## config.mk

```make
export PLATFORM = sky130hd
export DESIGN_NAME = prep2_capture
export DESIGN_NICKNAME = d
export VERILOG_FILES = /design/src/rtl/prep_pkg.sv /design/src/rtl/prep_sat_counter.sv /design/src/rtl/prep2_capture.sv
export SDC_FILE = /design/constraint.sdc
export NUM_CORES = 1
export LEC_CHECK = 0
export BUFFER_PORTS_ARGS = -buffer_cell sky130_fd_sc_hd__buf_2
export CAP_MARGIN = 20
export CORE_UTILIZATION = 45
export DETAILED_ROUTE_END_ITERATION = 8
export PLACE_DENSITY = 0.65
export SKIP_LAST_GASP = 1
export SYNTH_ARGS = -nofsm -noshare
export SYNTH_HDL_FRONTEND = slang
export SYNTH_SLANG_ARGS = --single-unit
```

## constraint.sdc

```tcl
create_clock -name CLK -period 3.95 [get_ports CLK]
set_input_delay 0.79 -clock CLK [delete_from_list [all_inputs] [get_ports CLK]]
set_output_delay 0.79 -clock CLK [all_outputs]
set_load 0.05 [all_outputs]
```

## src/rtl/prep_pkg.sv

```systemverilog
// Shared types and constants for the PREP-2 period-capture block.
package prep_pkg;

    localparam int CAP_WIDTH = 8;
    localparam logic [CAP_WIDTH-1:0] SAT_MAX = '1;

    typedef enum logic {
        IDLE  = 1'b0,
        ARMED = 1'b1
    } state_t;

endpackage

```

## src/rtl/prep_sat_counter.sv

```systemverilog
// WIDTH-bit saturating up-counter with synchronous clear.
// sat reports that the next increment lands on (or stays at) the ceiling.
module prep_sat_counter
    import prep_pkg::*;
#(
    parameter int WIDTH = CAP_WIDTH
) (
    input  logic             CLK,
    input  logic             RST,
    input  logic             clr,
    input  logic             inc,
    output logic [WIDTH-1:0] cnt,
    output logic [WIDTH-1:0] cnt_nxt,
    output logic             sat
);

    localparam logic [WIDTH-1:0] MAX = '1;

    assign cnt_nxt = (cnt == MAX) ? MAX : cnt + WIDTH'(1);
    assign sat     = (cnt_nxt == MAX);

    always_ff @(posedge CLK or negedge RST) begin
        if (!RST)
            cnt <= '0;
        else if (clr)
            cnt <= '0;
        else if (inc)
            cnt <= cnt_nxt;
    end

endmodule

```

## src/rtl/prep2_capture.sv

```systemverilog
// Period-capture unit: counts CLK cycles between rising edges of EVENT and
// hands each measurement to a consumer over a VALID/ACK handshake.
module prep2_capture
    import prep_pkg::*;
#(
    parameter int WIDTH = CAP_WIDTH
) (
    input  logic             CLK,
    input  logic             RST,
    input  logic             EN,
    input  logic             EVENT,
    input  logic             ACK,
    input  logic             LDTHR,
    input  logic [WIDTH-1:0] DATA,
    output logic [WIDTH-1:0] PERIOD,
    output logic             VALID,
    output logic             OVERRUN,
    output logic             SATUR,
    output logic             TIMEOUT
);

    state_t           state;
    logic             event_d;
    logic             evt_rise;
    logic             capture;
    logic             cnt_clr;
    logic             cnt_sat;
    logic [WIDTH-1:0] cnt;
    logic [WIDTH-1:0] cnt_nxt;
    logic [WIDTH-1:0] thr;

    assign evt_rise = EVENT & ~event_d;
    assign capture  = (state == ARMED) && EN && evt_rise;
    // Counter only runs while armed; every edge (arming or capturing) restarts it.
    assign cnt_clr  = (state != ARMED) || !EN || evt_rise;
    assign TIMEOUT  = (state == ARMED) && (thr != '0) && (cnt >= thr);

    prep_sat_counter #(.WIDTH(WIDTH)) u_cnt (
        .CLK     (CLK),
        .RST     (RST),
        .clr     (cnt_clr),
        .inc     (1'b1),
        .cnt     (cnt),
        .cnt_nxt (cnt_nxt),
        .sat     (cnt_sat)
    );

    always_ff @(posedge CLK or negedge RST) begin
        if (!RST) begin
            state   <= IDLE;
            event_d <= 1'b0;
            thr     <= '0;
            PERIOD  <= '0;
            VALID   <= 1'b0;
            OVERRUN <= 1'b0;
            SATUR   <= 1'b0;
        end else begin
            event_d <= EVENT;
            if (LDTHR)
                thr <= DATA;

            case (state)
                IDLE:    if (EN && evt_rise) state <= ARMED;
                ARMED:   if (!EN) state <= IDLE;
                default: state <= IDLE;
            endcase

            // A capture beats a same-cycle ACK; OVERRUN only records loss of an unacked value.
            if (capture) begin
                PERIOD <= cnt_nxt;
                SATUR  <= cnt_sat;
                VALID  <= 1'b1;
                if (VALID && !ACK)
                    OVERRUN <= 1'b1;
            end else if (ACK) begin
                VALID   <= 1'b0;
                OVERRUN <= 1'b0;
            end
        end
    end

endmodule

```

==> metrics.cfg <==
[run_status]
status=finished clean

[timing]
period_share_pct=70.58
drv_slew=0
tightest_slew_ns=0.6068
finalClockSkew_ns=0.006823
rsz0062_at_grt=false
period_needed_ns=2.788
fmax_mhz=358.7
max_slew_margin_pct=59.55
hold_viol=0
setup_violations=0
finalSetupTns_ns=0

[yosys]
synth_nets=171
yosys_most_used_dff=dfrtp_1
ys_seq_area_share_pct=51.19
ys_ff_latch=29
syn_area_per_cell_um2=9.578
synth-edff-count=0
yosysTopAreaCell=dfrtp_1
synthCells=148
yosysWarnings=0
synthArstFlopShare_pct=100.0
syn_area_mm2=0.001418
synth_cell_types=37
synth_area_leaders=dfrtp_1, ha_1, o21ai_0
synth_top_area_share_pct=51.19

[floorplanning]
dieWidth_um=58.13
start_util_pct=46.82
die_y_um=58.13
io_pins=26
rows=20
dieArea_mm2=0.003379
core_mm2=0.003028

[cells_and_area]
final_core_util_pct=54.17
multi_input_area_um2=645.6
num-fill-cells=293
drive_gt1_share_pct=20.67
regArea_um2=725.7
synthToLayoutAreaGrowth_pct=15.71
nNetsFinal=201
final_cell_mix=dfrtp_1, buf_2, nand2_1, o21ai_0, nor2_1
final_common_cell=dfrtp_1
n_antenna_cell=0

[setup_path]
cp_max_fo=7
r2r_slack_ns=2.30
cp_data_required_time_ns=3.16
crit_type=flip-flop to output port
cp_num_buf_inv=2
end_kind=output port
r2r_cells=5
critPathLaunchType=flip-flop
timing.rr.end=SATUR
cp_cell_sequence=inv_1 > ha_1 > nand2b_1 > a211oi_1 > o31a_1 > o21ai_0 > buf_2
critPathTopFamily=compound AO/OA/AOI/OAI gates
r2r_start=u_cnt.cnt[0]
critPathMaxStageDelay_ns=0.45
arrival_ns=2.00
slowest_stage=dfrtp_1

[cts]
cts_max_level=2
cts-hold-fix-buffers=0
insertion_delay_ns=0.33
cts_resized=0
cts.sinks=29
root_buffer=clkbuf_4
cts.path.max_buffers=2
post_cts_buffers=0
clkSlewWorstSetupHoldPaths_ns=0.09
cts_buffers=5
cts_tree=built

[detailed_routing]
vias_per_cell=5.251
ant_nets=0
routedWlPerCell_um=12.49
drt_pass1_iterations=4
drc=0
dr.first_iter.drc_count=37
via_count=1171
wl_um=2785

[placed_design]
numPortBuffers=25
gp_congestion=0.9537
dp_hpwl_um=2091

[grt]
overflow=0
grtUsageTotal_pct=19.77
grt_max_degree=30
grt_pass1_wl_um=4926
antenna_found_initial=0
grt_pass1_vias=1151

[pwr]
p_leak_nw=0.7837
irDropWorstVdd_mv=0.2290
power_per_cell_area_mw_per_mm2=332.6

[hold_path]
hp-class=input port to async pin

[job]
drv_cap=0

report_power, final:
part	internal, mW	leakage, nW	total [mW]	switching [mW]
clock	0.0675	0.0320	0.166	0.0986
combinational	0.0207	0.369	0.0618	0.0410
sequential	0.309	0.383	0.318	0.00813
per-stage QoR:
step	hold WS, ns	total power [mW]	instance area [µm²]	instances	setup WS [ns]
floorplan	0.4944	0.3606	1418	148	0.9180
global placement	0.4565	0.3834	1589	215	1.554
detailed placement	0.4665	0.3854	1589	215	1.520
CTS	0.4732	0.5541	1640	223	1.148
global route	0.4965	0.5724	1640	223	1.102
finish	0.4612	0.5455	1640	223	1.162
synth_stat cells (2+ instances only):
library cell and n:
nand4_1 3, dfrtp_1 29, inv_1 10, nor4_1 2, nor2_1 13, a21oi_1 5
nand2_1 21, nor3_1 2, a21boi_0 2, o21ai_0 21, ha_1 9, nand3_1 5
nor2b_1 2
final cells by class:
| cell class | count | share of cell area (%) |
|---|---|---|
| Multi-Input combinational cell | 107 | 39.36 |
| Sequential cell | 29 | 44.24 |
| Inverter | 10 | 2.288 |
| Timing Repair Buffer | 25 | 7.628 |
| Tap cell | 44 | 3.356 |
| Clock inverter | 2 | 0.6102 |
| Clock buffer | 6 | 2.517 |
logic make-up (layout without fill, tap and decap cells):
family          after synthesis  count (layout)  share of synthesized area [%]
xor+xnor                      2               2                          1.236
simple gates                 58              58                          20.74
buf+inv                      12              43                          3.265
fa+ha+maj                     9               9                          7.944
flops                        29              29                          51.19
mux                           1               1                         0.7943
compound gates               37              37                          14.83
metal layers:
metal / GRT usage, % / wire [µm] / vias up
li1: - / - / 585
met1: 22.90 / 1320 / 553
met2: 33.17 / 1283 / 28
met3: 7.366 / 138 / 5
met4: 7.823 / 42 / 0
met5: 0 / 0 / -
how the worst max path moves through the flow:
stage / from / endpoint / depth (start not counted)
finish: u_cnt.cnt[0] / TIMEOUT / 7
global route: u_cnt.cnt[0] / TIMEOUT / 7
CTS: u_cnt.cnt[0] / TIMEOUT / 7
detailed placement: u_cnt.cnt[0] / TIMEOUT / 7
global placement: u_cnt.cnt[0] / TIMEOUT / 7
floorplan: u_cnt.cnt[0] / TIMEOUT / 6
sequential cells by signal, summed over array words and instances, names as in the netlist:
name and count:
thr 8, u_cnt.cnt 8, OVERRUN 1, SATUR 1, state 1, event_d 1, PERIOD 8, VALID 1
Power figures use the tool's default switching activity.
